File: src/rtl/fpmul_pkg.sv
// Shared definitions for the FP multiplier datapath, its result stage and benches.
package fpmul_pkg;
  localparam int FP_W      = 32;
  localparam int FPMUL_LAT = 4;

  typedef logic [FP_W-1:0] fp32_t;
endpackage

File: src/rtl/fpmul_res_fifo.sv
// First-word fall-through result FIFO. Pop must only be asserted while non-empty.
module fpmul_res_fifo #(
  parameter int DEPTH  = 8,
  parameter int DATA_W = 32
) (
  input  logic                    clk,
  input  logic                    rst,
  input  logic                    push,
  input  logic                    pop,
  input  logic [DATA_W-1:0]       din,
  output logic [DATA_W-1:0]       rdata,
  output logic [$clog2(DEPTH):0]  count,
  output logic                    empty,
  output logic                    full
);
  localparam int PW = $clog2(DEPTH);
  localparam int CW = PW + 1;

  logic [DATA_W-1:0] mem_q [DEPTH];
  logic [DATA_W-1:0] mem_d [DEPTH];
  logic [PW-1:0]     wr_ptr_q, wr_ptr_d;
  logic [PW-1:0]     rd_ptr_q, rd_ptr_d;
  logic [CW-1:0]     count_q, count_d;

  // Next-state for storage, pointers and occupancy.
  always_comb begin
    mem_d    = mem_q;
    wr_ptr_d = wr_ptr_q;
    rd_ptr_d = rd_ptr_q;
    if (push) begin
      mem_d[wr_ptr_q] = din;
      wr_ptr_d        = wr_ptr_q + PW'(1);
    end else begin
      wr_ptr_d = wr_ptr_q;
    end
    if (pop) begin
      rd_ptr_d = rd_ptr_q + PW'(1);
    end else begin
      rd_ptr_d = rd_ptr_q;
    end
    case ({push, pop})
      2'b10:   count_d = count_q + CW'(1);
      2'b01:   count_d = count_q - CW'(1);
      default: count_d = count_q;
    endcase
  end

  // State registers; storage is cleared so the head reads zero out of reset.
  always_ff @(posedge clk or posedge rst) begin
    if (rst) begin
      mem_q    <= '{default: '0};
      wr_ptr_q <= '0;
      rd_ptr_q <= '0;
      count_q  <= '0;
    end else begin
      mem_q    <= mem_d;
      wr_ptr_q <= wr_ptr_d;
      rd_ptr_q <= rd_ptr_d;
      count_q  <= count_d;
    end
  end

  assign rdata = mem_q[rd_ptr_q];
  assign count = count_q;
  assign empty = (count_q == CW'(0));
  assign full  = (count_q == CW'(DEPTH));
endmodule

File: src/rtl/fpmul_result_buffer_chk.sv
// Protocol checks for the result buffer: FIFO over/underflow and output stability under stall.
module fpmul_result_buffer_chk #(
  parameter int DATA_W = 32
) (
  input logic              clk,
  input logic              rst,
  input logic              push,
  input logic              pop,
  input logic              full,
  input logic              empty,
  input logic              out_valid,
  input logic              out_ready,
  input logic [DATA_W-1:0] out_data
);
  a_no_overflow: assert property (@(posedge clk) disable iff (rst) !(push && full && !pop));

  a_no_underflow: assert property (@(posedge clk) disable iff (rst) !(pop && empty));

  a_stall_stable: assert property (@(posedge clk) disable iff (rst)
    (out_valid && !out_ready) |=> (out_valid && $stable(out_data)));
endmodule

File: src/rtl/fpmul_result_buffer.sv
// Result stage of the FP multiplier: latency-matched token pipe, credit-based issue
// control and an FWFT FIFO holding products until the consumer takes them.
module fpmul_result_buffer
  import fpmul_pkg::*;
#(
  parameter int DATA_W = FP_W,
  parameter int LAT    = FPMUL_LAT,
  parameter int DEPTH  = 8
) (
  input  logic                   clk,
  input  logic                   rst,
  input  logic                   in_valid,
  output logic                   in_ready,
  input  logic [DATA_W-1:0]      fp_z,
  output logic [DATA_W-1:0]      out_data,
  output logic                   out_valid,
  input  logic                   out_ready,
  output logic [$clog2(DEPTH):0] count
);
  localparam int SW = $clog2(DEPTH + LAT + 1) + 1;

  logic [LAT-1:0] tok_q, tok_d;
  logic           fire_s, push_s, pop_s, empty_s, full_s, credit_s;
  logic [SW-1:0]  inflight_s, committed_s;

  // Every in-flight product already owns a FIFO slot, so capture can never overflow.
  always_comb begin
    inflight_s = '0;
    for (int k = 0; k < LAT; k++) begin
      inflight_s = inflight_s + SW'(tok_q[k]);
    end
    committed_s = SW'(count) + inflight_s;
    credit_s    = (committed_s < SW'(DEPTH));
  end

  assign in_ready = !rst && credit_s;
  assign fire_s   = in_valid && in_ready;
  assign push_s   = tok_q[LAT-1];
  assign pop_s    = out_valid && out_ready;

  // Token shift register tracking accepted operands through the multiplier.
  always_comb begin
    tok_d    = tok_q;
    tok_d[0] = fire_s;
    for (int k = 1; k < LAT; k++) begin
      tok_d[k] = tok_q[k-1];
    end
  end

  // Token pipe state.
  always_ff @(posedge clk or posedge rst) begin
    if (rst) begin
      tok_q <= '0;
    end else begin
      tok_q <= tok_d;
    end
  end

  fpmul_res_fifo #(
    .DEPTH  (DEPTH),
    .DATA_W (DATA_W)
  ) u_fifo (
    .clk   (clk),
    .rst   (rst),
    .push  (push_s),
    .pop   (pop_s),
    .din   (fp_z),
    .rdata (out_data),
    .count (count),
    .empty (empty_s),
    .full  (full_s)
  );

  assign out_valid = !empty_s;

  fpmul_result_buffer_chk #(
    .DATA_W (DATA_W)
  ) u_chk (
    .clk       (clk),
    .rst       (rst),
    .push      (push_s),
    .pop       (pop_s),
    .full      (full_s),
    .empty     (empty_s),
    .out_valid (out_valid),
    .out_ready (out_ready),
    .out_data  (out_data)
  );
endmodule

File: config.mk
export PLATFORM = sky130hd
export DESIGN_NAME = fpmul_result_buffer
export DESIGN_NICKNAME = d
export VERILOG_FILES = /design/src/rtl/fpmul_pkg.sv /design/src/rtl/fpmul_res_fifo.sv /design/src/rtl/fpmul_result_buffer_chk.sv /design/src/rtl/fpmul_result_buffer.sv
export SDC_FILE = /design/constraint.sdc
export NUM_CORES = 1
export LEC_CHECK = 0
export ABC_AREA = 1
export ABC_CLOCK_PERIOD_IN_PS = 10600
export BUFFER_PORTS_ARGS = -buffer_cell sky130_fd_sc_hd__buf_4
export CAP_MARGIN = 40
export CORE_ASPECT_RATIO = 1.1
export CORE_UTILIZATION = 55
export CTS_CLUSTER_DIAMETER = 50
export DETAILED_ROUTE_END_ITERATION = 8
export PLACE_DENSITY = 0.72
export SLEW_MARGIN = 20
export SYNTH_ARGS = -nofsm -noshare
export SYNTH_HDL_FRONTEND = slang
export SYNTH_SLANG_ARGS = --single-unit
File: constraint.sdc
create_clock -name clk -period 10.6 [get_ports clk]
set_input_delay 1.59 -clock clk [delete_from_list [all_inputs] [get_ports clk]]
set_output_delay 1.59 -clock clk [all_outputs]
set_load 0.01 [all_outputs]
==> summary.txt <==
Die
  • Starting density of the core: 55.78%
  • # rows: 57
  • Die area: 22950 um2
  • Core ar.: between 20000 and 25000 um2
  • Die width: 144.5 um
  • Io pins: 74
  • Die Height: 158.8 um

Placed design
  • DP Wirelength: 16480 um
  • Number of port buffers: 73
  • Dpl cell area: 13040 um2
  • Place WS: 6.266 ns
  • Dpl cells: 1829
  • Final Wtd Congestion: roughly 0.75

CTS
  • CTS tree: done
  • TritonCTS Sinks: 270
  • Worst-skew pair later-pin latency: 0.54 ns
  • H-tree depth: 1
  • Post-CTS setup buffer count: 0
  • Clock slew at reported path FFs: roughly 0.060 ns
  • TritonCTS Buffers: 30
  • Root Driver: clkbuf_16
  • Post-CTS Hold Buffers: 0
  • Post_cts resized: 0
  • Clock buffer depth: 3

Routing
  • Avg WL per Cell: approximately 15 um
  • Routed Antenna Nets: 0
  • Detailed Routing Iterations Pass 1: 6
  • DRT iter0 DRCs: 735
  • # DRC: 0
  • Vias: 10151
  • Post-Route WL: 29020 um
  • Vias per cell: 5.382

Logic synthesis
  • Cells after Synth: 1537
  • Area share of the largest cell type after synthesis: approximately 55%
  • Yosys reg bits: between 200 and 300
  • Avg Inst Size Synth: 7.998 um2
  • Synth cell types: 22
  • Leading post-synthesis cells by cell area: dfrtp_1 (55%), nand2_1 (14%), o21ai_0 (14%)
  • Mapped Area: 12290 um2
  • Primary FF master, synth: dfrtp_1
  • Sequential fraction of the synthesis area: about 55%
  • Synthesized net count: 1582
  • Post-synthesis async set-or-reset flop share: 100.0%
  • Largest area contributor in the netlist: dfrtp_1
  • Ys Warns: 0
  • EDFF count, synth: 0

Global routing
  • Gr ovfl total: 0
  • Global-route wire length before repair: 49270 um
  • GRT Overall Usage: a little over a quarter
  • Vias in the first global route: 9967
  • Initial antenna violation count: 0
  • Pin count of the biggest net entering global routing: 91

Power
  • Pwr dens: 335.0 nW/um2
  • Max IR drop VDD: 0.0002432 V
  • Leakage: about 7.1 nW
  • Total power: between 4 and 5 mW

STA
  • RSZ-0062 raised after global routing: false
  • Final slew viol count: 0
  • Setup TNS: 0 ns
  • Clk_skew: 0.006455 ns
  • Shortest period the worst path allows: 4.939 ns
  • Max Fclk: 202.5 MHz
  • Final Hold Vio Count: 0
  • Worst Hold Slack: 0.3794 ns
  • Worst Max-Slew Pin Slew: 0.7796 ns
  • Final period utilization: 46.59%
  • Setup violations, final: 0
  • Final WS setup: 5.661 ns
  • Max transition margin: 47.97%

Finish
  • Share of layout cells above drive strength 1: 9.994%
  • Final Util: 64.20%
  • Nets: 1612
  • N_diodes: 0
  • Post-route design area: 14150 um2
  • Final non-filler cell total: 1886
  • Area grow syn2layout: 15.09%

Worst setup path
  • Worst Path Buf+Inv: 3
  • Setup CP Type: register to primary output
  • Startpoint Class: register
  • Slowest-stage cell, CP: dfrtp_4
  • CP cell instances: buf_4 > buf_4 > nor2_1 > nor2_1 > o21ai_0 > nand2_1 > nand2_1 > nand2_1 > buf_4
  • Worst-path fanout max: 56
  • Largest stage delay, worst path: 0.83 ns
  • CP Data Required Time: between 9 and 10 ns
  • Crit path DAT: 3.35 ns
  • Top delay family on crit path: buffers and inverters
  • Crit end category: primary output

Job
  • Max Cap Viol: 0

Outcome
  • Status: finished clean

Min path
  • Hold WC Path Type: register to register
-- cells in the mapped netlist (6+ instances only) --
cell        n
ha_1        7
nand2_1   468
buf_1       6
o21ai_1    11
buf_2      20
nor2_1    200
dfrtp_1   270
inv_1      82
o21ai_0   346
clkbuf_1   69
nand2_2     6
o211ai_1   32
-- flip-flops by register name (all words and copies together), names as in the netlist --
signal	flops
u_fifo.rd_ptr_q	3
u_fifo.wr_ptr_q	3
tok_q	4
u_fifo.count	4
u_fifo.mem_q	256
-- metal layers --
layer  vias up  share of wire, %  GRT usage [%]
met5         -                 0              0
met4         0               1.4          6.077
met3        39               4.4          2.774
met2       258                50          45.76
met1      4864                45          36.14
li1       4990                 -              -
-- cell usage in the layout, fill, tap and decap left out, types with 3 or more instances in the layout --
cell type | netlist | layout
dfrtp_1 | 270 | 268
inv_1 | 82 | 80
nand2_2 | 6 | 6
nand2_1 | 468 | 468
clkbuf_16 | 0 | 31
nand3_1 | 4 | 4
clkbuf_8 | 0 | 9
o21ai_0 | 346 | 346
clkinv_2 | 0 | 5
xnor2_1 | 3 | 3
o21ai_1 | 11 | 11
buf_4 | 1 | 90
xor2_1 | 5 | 5
ha_1 | 7 | 7
o211ai_1 | 32 | 32
nor2_1 | 200 | 200
clkbuf_1 | 69 | 5
bufinv_16 | 0 | 4
-- path summary, 6_finish.rpt --
check / startpoint / endpoint / slack [ns] / depth (start not counted)
setup / recovery: u_fifo.rd_ptr_q[0]$_DFFE_PP0N_ / out_data[27] / 5.66 / 9
hold / removal: tok_q[2]$_DFF_PP0_ / tok_q[3]$_DFF_PP0_ / 0.38 / 0
setup reg to reg: u_fifo.count[0]$_DFFE_PP0P_ / u_fifo.count[3]$_DFFE_PP0P_ / 8.49 / 13
hold reg to reg: tok_q[2]$_DFF_PP0_ / tok_q[3]$_DFF_PP0_ / 0.38 / 0
max in group asynchronous: rst / u_fifo.mem_q[176]$_DFFE_PP0P_ / 8.06 / 5
min in group asynchronous: rst / u_fifo.count[0]$_DFFE_PP0P_ / 1.06 / 2
-- final cells by class --
class | count | area, um2
clock inverter | 11 | 163.9
sequential | 270 | 6764
timing repair buffer | 95 | 782.0
multi-input combinational | 1088 | 4835
clock buffer | 45 | 918.4
fill | 1878 | 7889
inverter | 82 | 316.6
tap | 295 | 369.1
-- logic make-up after synthesis --
group                      share of synthesized area (%)
buffers and inverters                              5.710
and+or+nand+nor                                    21.17
DFF                                                54.96
xor gates and xnor gates                          0.5700
adders and majority gates                          1.038
AOI/OAI and AO/OA                                  16.55
-- power breakdown --
group | switching (mW) | leakage (nW) | internal [mW]
combinational | 1.08 | 3.51 | 0.727
clock | 0.410 | 0.530 | 0.694
sequential | 0.308 | 3.02 | 1.52
(Power assumes the default switching activity.)
